--- src/rtl/pong_motion_ctrl.sv ---
// Per-frame motion controller for the wall/bar/ball pixel generator.
// Ports: clk, reset, refr_tick, btn_up, btn_down, serve in;
//   bar_y_t, ball_x_l, ball_y_t, state, hit_count, miss_count,
//   miss_pulse out. All state moves only on refr_tick edges.
module pong_motion_ctrl #(
  parameter int H_MAX     = 640,
  parameter int V_MAX     = 480,
  parameter int WALL_X_R  = 35,
  parameter int BAR_X_L   = 600,
  parameter int BAR_X_R   = 603,
  parameter int BAR_H     = 73,
  parameter int BAR_Y0    = 204,
  parameter int BAR_V     = 4,
  parameter int BALL_SIZE = 9,
  parameter int BALL_X0   = 580,
  parameter int BALL_Y0   = 238,
  parameter int BALL_V    = 2,
  parameter int MISS_HOLD = 60,
  localparam int W =
    $clog2(H_MAX > V_MAX ? H_MAX : V_MAX)
) (
  input  logic         clk,
  input  logic         reset,
  input  logic         refr_tick,
  input  logic         btn_up,
  input  logic         btn_down,
  input  logic         serve,
  output logic [W-1:0] bar_y_t,
  output logic [W-1:0] ball_x_l,
  output logic [W-1:0] ball_y_t,
  output logic [1:0]   state,
  output logic [7:0]   hit_count,
  output logic [3:0]   miss_count,
  output logic         miss_pulse
);

  typedef enum logic [1:0] {
    S_IDLE = 2'b00,
    S_PLAY = 2'b01,
    S_MISS = 2'b10
  } state_t;

  localparam logic [W-1:0] VM   = W'(V_MAX);
  localparam logic [W-1:0] WXR  = W'(WALL_X_R);
  localparam logic [W-1:0] BXL  = W'(BAR_X_L);
  localparam logic [W-1:0] BXR  = W'(BAR_X_R);
  localparam logic [W-1:0] BH   = W'(BAR_H);
  localparam logic [W-1:0] BY0  = W'(BAR_Y0);
  localparam logic [W-1:0] BV   = W'(BAR_V);
  localparam logic [W-1:0] BS   = W'(BALL_SIZE);
  localparam logic [W-1:0] X0   = W'(BALL_X0);
  localparam logic [W-1:0] Y0   = W'(BALL_Y0);
  localparam logic [W-1:0] VB   = W'(BALL_V);
  localparam logic [5:0]   HOLD = 6'(MISS_HOLD - 1);

  state_t       st_q, st_d;
  logic [W-1:0] bar_q, bar_d;
  logic [W-1:0] bx_q, bx_d;
  logic [W-1:0] by_q, by_d;
  logic         dx_q, dx_d;
  logic         dy_q, dy_d;
  logic [7:0]   hit_q, hit_d;
  logic [3:0]   mc_q, mc_d;
  logic [5:0]   cnt_q, cnt_d;
  logic         pulse_d;

  logic [W-1:0] bx_r, by_b, bar_b;
  logic         bar_hit;

  assign bx_r  = bx_q + BS - W'(1);
  assign by_b  = by_q + BS - W'(1);
  assign bar_b = bar_q + BH - W'(1);

  // overlap test only; the direction qualifier is applied below
  assign bar_hit = (bx_r >= BXL) && (bx_r <= BXR) &&
                   (by_b >= bar_q) && (by_q <= bar_b);

  always_comb begin
    st_d    = st_q;
    bar_d   = bar_q;
    bx_d    = bx_q;
    by_d    = by_q;
    dx_d    = dx_q;
    dy_d    = dy_q;
    hit_d   = hit_q;
    mc_d    = mc_q;
    cnt_d   = cnt_q;
    pulse_d = 1'b0;

    // bar: frozen while the miss is shown
    if (st_q != S_MISS && (btn_up ^ btn_down)) begin
      if (btn_up) begin
        bar_d = (bar_q >= BV) ? bar_q - BV : '0;
      end else begin
        bar_d = (bar_q + BH + BV <= VM) ?
                bar_q + BV : VM - BH;
      end
    end

    unique case (st_q)
      S_IDLE: begin
        bx_d = X0;
        by_d = Y0;
        dx_d = 1'b1;
        dy_d = 1'b1;
        if (serve) st_d = S_PLAY;
      end
      S_PLAY: begin
        if (bx_q > BXR) begin
          st_d    = S_MISS;
          cnt_d   = '0;
          pulse_d = 1'b1;
          mc_d    = (mc_q == 4'hF) ? mc_q : mc_q + 4'd1;
        end else begin
          if (by_q <= VB) dy_d = 1'b0;
          if (by_b >= VM - W'(1) - VB) dy_d = 1'b1;
          if (bx_q <= WXR + VB) dx_d = 1'b0;
          if (!dx_d && bar_hit) begin
            dx_d  = 1'b1;
            hit_d = hit_q + 8'd1;
          end
          bx_d = dx_d ? bx_q - VB : bx_q + VB;
          by_d = dy_d ? by_q - VB : by_q + VB;
        end
      end
      S_MISS: begin
        if (cnt_q == HOLD) begin
          st_d = S_IDLE;
          bx_d = X0;
          by_d = Y0;
          dx_d = 1'b1;
          dy_d = 1'b1;
        end else begin
          cnt_d = cnt_q + 6'd1;
        end
      end
      default: st_d = S_IDLE;
    endcase
  end

  always_ff @(posedge clk or posedge reset) begin
    if (reset) begin
      st_q       <= S_IDLE;
      bar_q      <= BY0;
      bx_q       <= X0;
      by_q       <= Y0;
      dx_q       <= 1'b1;
      dy_q       <= 1'b1;
      hit_q      <= '0;
      mc_q       <= '0;
      cnt_q      <= '0;
      miss_pulse <= 1'b0;
    end else begin
      miss_pulse <= refr_tick & pulse_d;
      if (refr_tick) begin
        st_q  <= st_d;
        bar_q <= bar_d;
        bx_q  <= bx_d;
        by_q  <= by_d;
        dx_q  <= dx_d;
        dy_q  <= dy_d;
        hit_q <= hit_d;
        mc_q  <= mc_d;
        cnt_q <= cnt_d;
      end
    end
  end

  assign state      = st_q;
  assign bar_y_t    = bar_q;
  assign ball_x_l   = bx_q;
  assign ball_y_t   = by_q;
  assign hit_count  = hit_q;
  assign miss_count = mc_q;

endmodule

--- config.mk ---
export PLATFORM = sky130hd
export DESIGN_NAME = pong_motion_ctrl
export DESIGN_NICKNAME = d
export VERILOG_FILES = /design/src/rtl/pong_motion_ctrl.sv
export SDC_FILE = /design/constraint.sdc
export NUM_CORES = 1
export LEC_CHECK = 0
export CORE_ASPECT_RATIO = 0.5
export CORE_UTILIZATION = 40
export CTS_BUF_LIST = sky130_fd_sc_hd__clkbuf_8
export CTS_CLUSTER_DIAMETER = 100
export DETAILED_ROUTE_END_ITERATION = 7
export MAX_ROUTING_LAYER = met4
export PLACE_DENSITY = 0.61
export SYNTH_ARGS = -nofsm -noshare
export SYNTH_HDL_FRONTEND = slang
export SYNTH_SLANG_ARGS = --single-unit
--- constraint.sdc ---
create_clock -name clk -period 9.3 [get_ports clk]
set_input_delay 1.86 -clock clk [delete_from_list [all_inputs] [get_ports clk]]
set_output_delay 1.86 -clock clk [all_outputs]
set_load 0.02 [all_outputs]
# Yosys cells after proc, flatten, opt, wreduce, memory -nomap -nowiden
# Index checks and enable logic that the tools add are counted.
totals:
  regBits: 53
  elab_cells: 100
classes:
  n_addsub: 16
  order_cmp: 10
  n_eq_ne: 10
  mux: 35
  bitwise: 4
  reduce_logical: 15
op_table:
  columns: ["op", "count"]
  rows:
  - ["2-to-1 mux 10 bit", 9]
  - ["one-hot mux 10 bit (3 select lines)", 2]
  - ["subtractor 10 x 1 -> 10 bit, second input constant", 3]
  - ["adder 10 x 2 -> 10 bit, second input constant", 2]
  - ["adder 10 x 3 -> 10 bit, second input constant", 2]
  - ["adder 10 x 4 -> 10 bit, second input constant", 2]
  - ["AND reduction 4 bit", 5]
  - ["subtractor 10 x 2 -> 10 bit, second input constant", 2]
  - ["2-to-1 mux 1 bit", 15]
  - ["2-to-1 mux 6 bit", 2]
  - ["!= test 2 bit, second input constant", 6]
  - ["one-hot mux 6 bit (2 select lines)", 1]
  - ["adder 10 x 7 -> 10 bit, second input constant", 1]
  - ["greater-or-equal comparator 10 bit", 1]
  - ["greater-or-equal comparator 10 bit, second input constant", 1]
  - ["greater-or-equal comparator 10 x 3 -> 1 bit, second input constant", 1]
  - ["greater-or-equal comparator 10 x 9 -> 1 bit, second input constant", 1]
  - ["> comparator 10 bit, second input constant", 1]
  - ["<= comparator 10 bit", 1]
  - ["<= comparator 10 bit, second input constant", 1]
  - ["<= comparator 10 x 2 -> 1 bit, second input constant", 1]
  - ["<= comparator 10 x 6 -> 1 bit, second input constant", 1]
  - ["<= comparator 10 x 9 -> 1 bit, second input constant", 1]
  - ["subtractor 10 x 3 -> 10 bit, second input constant", 1]
  - ["19 further kinds", 27]

# Longest topological paths before layout
depth:
  word_depth: 13
  mapped_depth: 25
  ltp_nobuf: 23

# Least setup slack after synthesis
# OpenSTA, ideal clock, no wires.
synth_path:
  path_kind: "register -> register"
  startpoint: "register bar_q[3] (netlist: bar_y_t[3])"
  endpoint: "register bx_q[9] (netlist: ball_x_l[9])"
  arrival_ps: 5613
  required_ps: 9209
  slack_ps: 3597
  stages_incl_launch_ff: 26
  path_buffers: 2
  period_less_slack_ps: 5703
  cell_sequence: "dfstp_2 -> clkbuf_1 -> inv_2 -> ha_1 -> clkbuf_1 -> a21oi_1 -> nor2_1 -> xnor2_1 -> nand2b_1 -> or4_1 -> xor2_1 -> ha_1 -> and4_1 -> nand3_1 -> a2111oi_2 -> a31oi_2 -> inv_2 -> ha_1 -> a21o_1 -> a21oi_1 -> nor2b_1 -> nor4b_1 -> a221o_2 -> mux2i_1 -> o31a_1 -> o31ai_1"
synth_via:
  elab_chain_len: 11
  elab_cells_between_ends: 13
  cone_classes: "2 x add/sub; 2 x order compare; 6 x mux; 3 x reduce/logical"
synth_rtl:
  columns: ["item", "line", "rtl"]
  rows:
  - ["start, declared", "57", "logic [W-1:0] bar_q, bar_d;"]
  - ["start signal, assigned", "157", "bar_q <= bar_d;"]
  - ["adder 10 x 7 -> 10 bit", "72", "assign bar_b = bar_q + BH - W'(1);"]
  - ["subtractor 10 x 1 -> 10 bit", "72", null]
  - ["<= comparator 10 bit", "76", "(by_b >= bar_q) && (by_q <= bar_b);"]
  - ["logical AND 1 bit *", "76", null]
  - ["logical AND 1 bit *", "118", "if (!dx_d && bar_hit) begin"]
  - ["2-to-1 mux 1 bit *", "118", null]
  - ["2-to-1 mux 1 bit *", "109", "if (bx_q > BXR) begin"]
  - ["2-to-1 mux 1 bit *", "100", "unique case (st_q)"]
  - ["2-to-1 mux 10 bit *", "122", "bx_d = dx_d ? bx_q - VB : bx_q + VB;"]
  - ["2-to-1 mux 10 bit *", "109", null]
  - ["one-hot mux 10 bit (3 select lines) *", "100", null]
  - ["end signal, assigned", "145", "bx_q <= X0;"]
  - ["end signal, assigned", "158", "bx_q <= bx_d;"]
  - ["end, declared", "58", "logic [W-1:0] bx_q, bx_d;"]
# Every way passes the cells marked *; elsewhere a longest branch is shown, timed or not. The select of a mux whose other input is x is not followed.
# A chain may end at the register's enable or synchronous reset.

# Final worst setup path
# Ends and elaborated chain as after synthesis.

==> flow_metrics.env <==
export IMPL_status="finished, violations left"
export IMPL_violations="design-rule violations"
export IMPL_synth_compound_area_share_pct=23.55
export IMPL_muxShareOfSynthArea_pct=1.784
export IMPL_fin_tns_setup_ns=0
export IMPL_drt_pass1_iterations=6
export IMPL_ant_nets=0
export IMPL_hold_end="hit_count[7]"
export IMPL_vdd_drop_max_mv=0.1188
export IMPL_placed_area_sq_um=4771
export IMPL_cts_sinks=50
export IMPL_synthSimpleGateAreaFrac_pct=19.89
export IMPL_via_count=3767
export IMPL_ys_ff_latch=50
export IMPL_timing_final_ws_setup_ns=3.301
export IMPL_core_area_sq_um=10210
export IMPL_internal_power_uw=797.8
export IMPL_skew_ns=0.01078
export IMPL_yosysMostFrequentCell="ha_1"
export IMPL_synth_top_family_by_area="compound AO/OA/AOI/OAI gates"
export IMPL_critPathLaunchType="flop"
export IMPL_initial_core_util_pct=41.19
export IMPL_cts_tree="built"
export IMPL_slew_headroom_pct=54.19
export IMPL_final_max_slew_viol_count=0
export IMPL_grt_use_met1_pct=29.94
export IMPL_ctsResizeCount=0
export IMPL_netlist_instances=489
export IMPL_min_path_cells=1
export IMPL_hold_buffers=0
export IMPL_grt_antenna_before_repair=0
export IMPL_synth_xor_area_share_pct=8.534
export IMPL_grt_pass1_wl_microns=17880
export IMPL_fp_dieW_microns=147.1
export IMPL_synth_edff_count=0
export IMPL_area_growth_pct=15.70
export IMPL_synth_fa_ha_area_share_pct=11.00
export IMPL_p_seq_share_pct=26.5
export IMPL_worst_pin_slew_ns=0.6871
export IMPL_min_period_ns=5.999
export IMPL_seq_area_frac_synth_pct=30.18
export IMPL_reg2reg_setup_slack_ns=3.30
export IMPL_required_ns=9.55
export IMPL_clk_root_buffer_cell="clkbuf_8"
export IMPL_first_iter_violations=283
export IMPL_ys_flop_type="dfrtp_1"
export IMPL_grt_ovfl_total=0
export IMPL_synth_area_leader_cell="dfrtp_1"
export IMPL_pre_cts_slack_ns=3.349
export IMPL_viasPerCell=5.673
export IMPL_grt_busiest_layer="met2"
export IMPL_post_cts_buffers=0
export IMPL_clkLatencyLatePin_ns=0.33
export IMPL_crit_path_end_kind="flop"
export IMPL_grt_use_total_pct=21.41
export IMPL_place_congestion=0.8953
export IMPL_multiInputGateArea_sq_um=2733
export IMPL_worstReg2RegEnd="ball_x_l[9]"
export IMPL_placed_cells=656
export IMPL_cap_violations=0
export IMPL_ys_warn_count=0
export IMPL_rsz0062_at_grt="no"
export IMPL_setup_viol=0
export IMPL_drive_gt1_share_pct=8.969
export IMPL_hp_class="reg2reg"
export IMPL_die_h_microns=74.53
export IMPL_wl_microns=10880
export IMPL_synth_top_area_share_pct=20.81
export IMPL_path_max_fanout=16
export IMPL_seq_area_sq_um=1270
export IMPL_dp_hpwl_microns=8032
export IMPL_clockPowerShare_pct=9.1
export IMPL_power_share_switching_pct=50.62
export IMPL_hp_start="hit_count[7]"
export IMPL_powerDensity_nw_per_um2=331.9
export IMPL_fin_nets=566
export IMPL_fillCellCount=1052
export IMPL_grtUsageMet2_pct=32.91
export IMPL_synthArstFlopShare_pct=100.0
export IMPL_finalHoldViolCount=0
export IMPL_fin_cells=664
export IMPL_io_pins=51
export IMPL_startpoint="bar_y_t[3]"
export IMPL_r2r_cells=23
export IMPL_synth_distinct_cells=80
export IMPL_p_leak_uw=0.002012
export IMPL_grt_pass1_vias=3458
export IMPL_grt_max_degree=51
export IMPL_synth_area_per_cell_sq_um=8.605
export IMPL_clkTransAtPathRegs_ns=0.11
export IMPL_fmax_ghz=0.1667
export IMPL_n_antenna_cell=0
export IMPL_post_route_drc_count=1
export IMPL_cts_max_level=2
export IMPL_cts_buffer_depth=2
export IMPL_wl_per_cell_microns=16.38
export IMPL_rr_startpoint="bar_y_t[3]"
export IMPL_synth_area_top_cells="dfrtp_1 (21%), ha_1 (11%), dfstp_2 (9.4%)"
export IMPL_die_area_sq_um=10960
export IMPL_timing_worst_setup_path_type="reg2reg"
export IMPL_row_count=26
export IMPL_crit_arrival_ns=6.25
export IMPL_p_sw_uw=818.0
export IMPL_combPwrFrac_pct=64.4
export IMPL_period_share_pct=64.50
export IMPL_cts_inserted_buffers=5
export IMPL_grt_use_met3_pct=3.497
export IMPL_ys_top_cells_by_count="ha_1 (37), dfrtp_1 (35), nor2_1 (34)"
export IMPL_stdcell_area_sq_um=4868
export IMPL_syn_cell_area_sq_um=4208
export IMPL_io_buffer_count=48
-- power by group through the flow --
stage | logic [uW] | clock network (uW) | registers [uW]
after floorplan | 730 | 0 | 421
after global placement | 1020 | 0 | 429
after detailed placement | 1030 | 0 | 430
after CTS | 1040 | 150 | 427
after global routing | 1150 | 158 | 442
final | 1040 | 147 | 429
-- how the worst max path moves through the flow --
| stage | end | slack (ns) | cells after the start |
|---|---|---|---|
| global placement | ball_x_l[9] | 3.55 | 23 |
| detailed placement | ball_x_l[9] | 3.35 | 23 |
| finish | ball_x_l[9] | 3.30 | 23 |
| global route | ball_x_l[9] | 2.83 | 23 |
| floorplan | ball_x_l[9] | 3.60 | 25 |
| CTS | ball_x_l[9] | 3.34 | 23 |
-- area by class of cell --
class,instances,share of cell area [%]
clock buffers,5,1.414
repair buffers,50,10.18
clock inverters,3,0.5911
well taps,140,3.598
inverters,26,2.005
flip-flops and latches,50,26.09
multi-input cells,390,56.13
-- cell families (layout without fill, tap and decap cells) --
logic type | after synthesis | after routing
and+or+nand+nor | 163 | 163
other | 1 | 2
buffers and inverters | 50 | 84
xor gates and xnor gates | 41 | 41
muxes | 7 | 7
AOI/OAI and AO/OA | 140 | 140
adders and majority gates | 37 | 37
DFF | 50 | 50
-- sequential cells by signal, summed over array words and instances, names as in the netlist --
| register | count |
|---|---|
| miss_count | 4 |
| bar_y_t | 9 |
| dy_q | 1 |
| ball_y_t | 9 |
| cnt_q | 6 |
| dx_q | 1 |
| hit_count | 8 |
| ball_x_l | 9 |
| state | 2 |
| miss_pulse | 1 |
-- layout by cell type, fill, tap and decap left out, drive strengths merged, types with 6 or more instances in the layout --
master / instances
nor2: 36
clkdlybuf4s50: 48
o21ai: 27
xor2: 16
nand3: 25
a211oi: 8
a31oi: 9
and2: 6
nor2b: 8
o21a: 6
a21oi: 33
or3: 7
nor3: 9
dfstp: 15
nand4: 7
dfrtp: 35
inv: 27
xnor2: 25
nand2: 33
and3: 9
ha: 37
-- through the flow --
stage | hold slack (ns) | power [uW] | util (%)
2_1_floorplan | 0.4862 | 1151 | -
3_3_place_gp | 0.4679 | 1451 | 46.71
3_5_place_dp | 0.4715 | 1460 | 46.71
4_1_cts | 0.4886 | 1615 | 47.66
5_1_grt | 0.5395 | 1754 | 47.66
6_report | 0.4792 | 1616 | 47.66
-- routing by layer --
metal  share of wire (%)  wire length [microns]  up-vias
met5                   0                      0        -
met3                 4.2                    456        6
met2                  43                   4675      104
li1                    -                      -     1869
met4                0.62                     67        0
met1                  52                   5677     1788
-- worst max-delay path, stage by stage (launching register included) --
cell and delay (ns):
dfstp_2 0.72, inv_2 0.12, ha_1 0.30, a21oi_1 0.26, nor2_1 0.10, xnor2_1 0.16, nand2b_1 0.19, or4_1 0.51
xor2_1 0.17, ha_1 0.32, and4_1 0.25, nand3_1 0.14, a2111oi_2 0.40, a31oi_2 0.31, inv_2 0.24, ha_1 0.31
a21o_1 0.17, a21oi_1 0.13, nor2b_1 0.08, nor4b_1 0.24, a221o_2 0.19, mux2i_1 0.10, o31a_1 0.29, o31ai_1 0.19
Note: power is estimated with default switching activity, not from simulation.
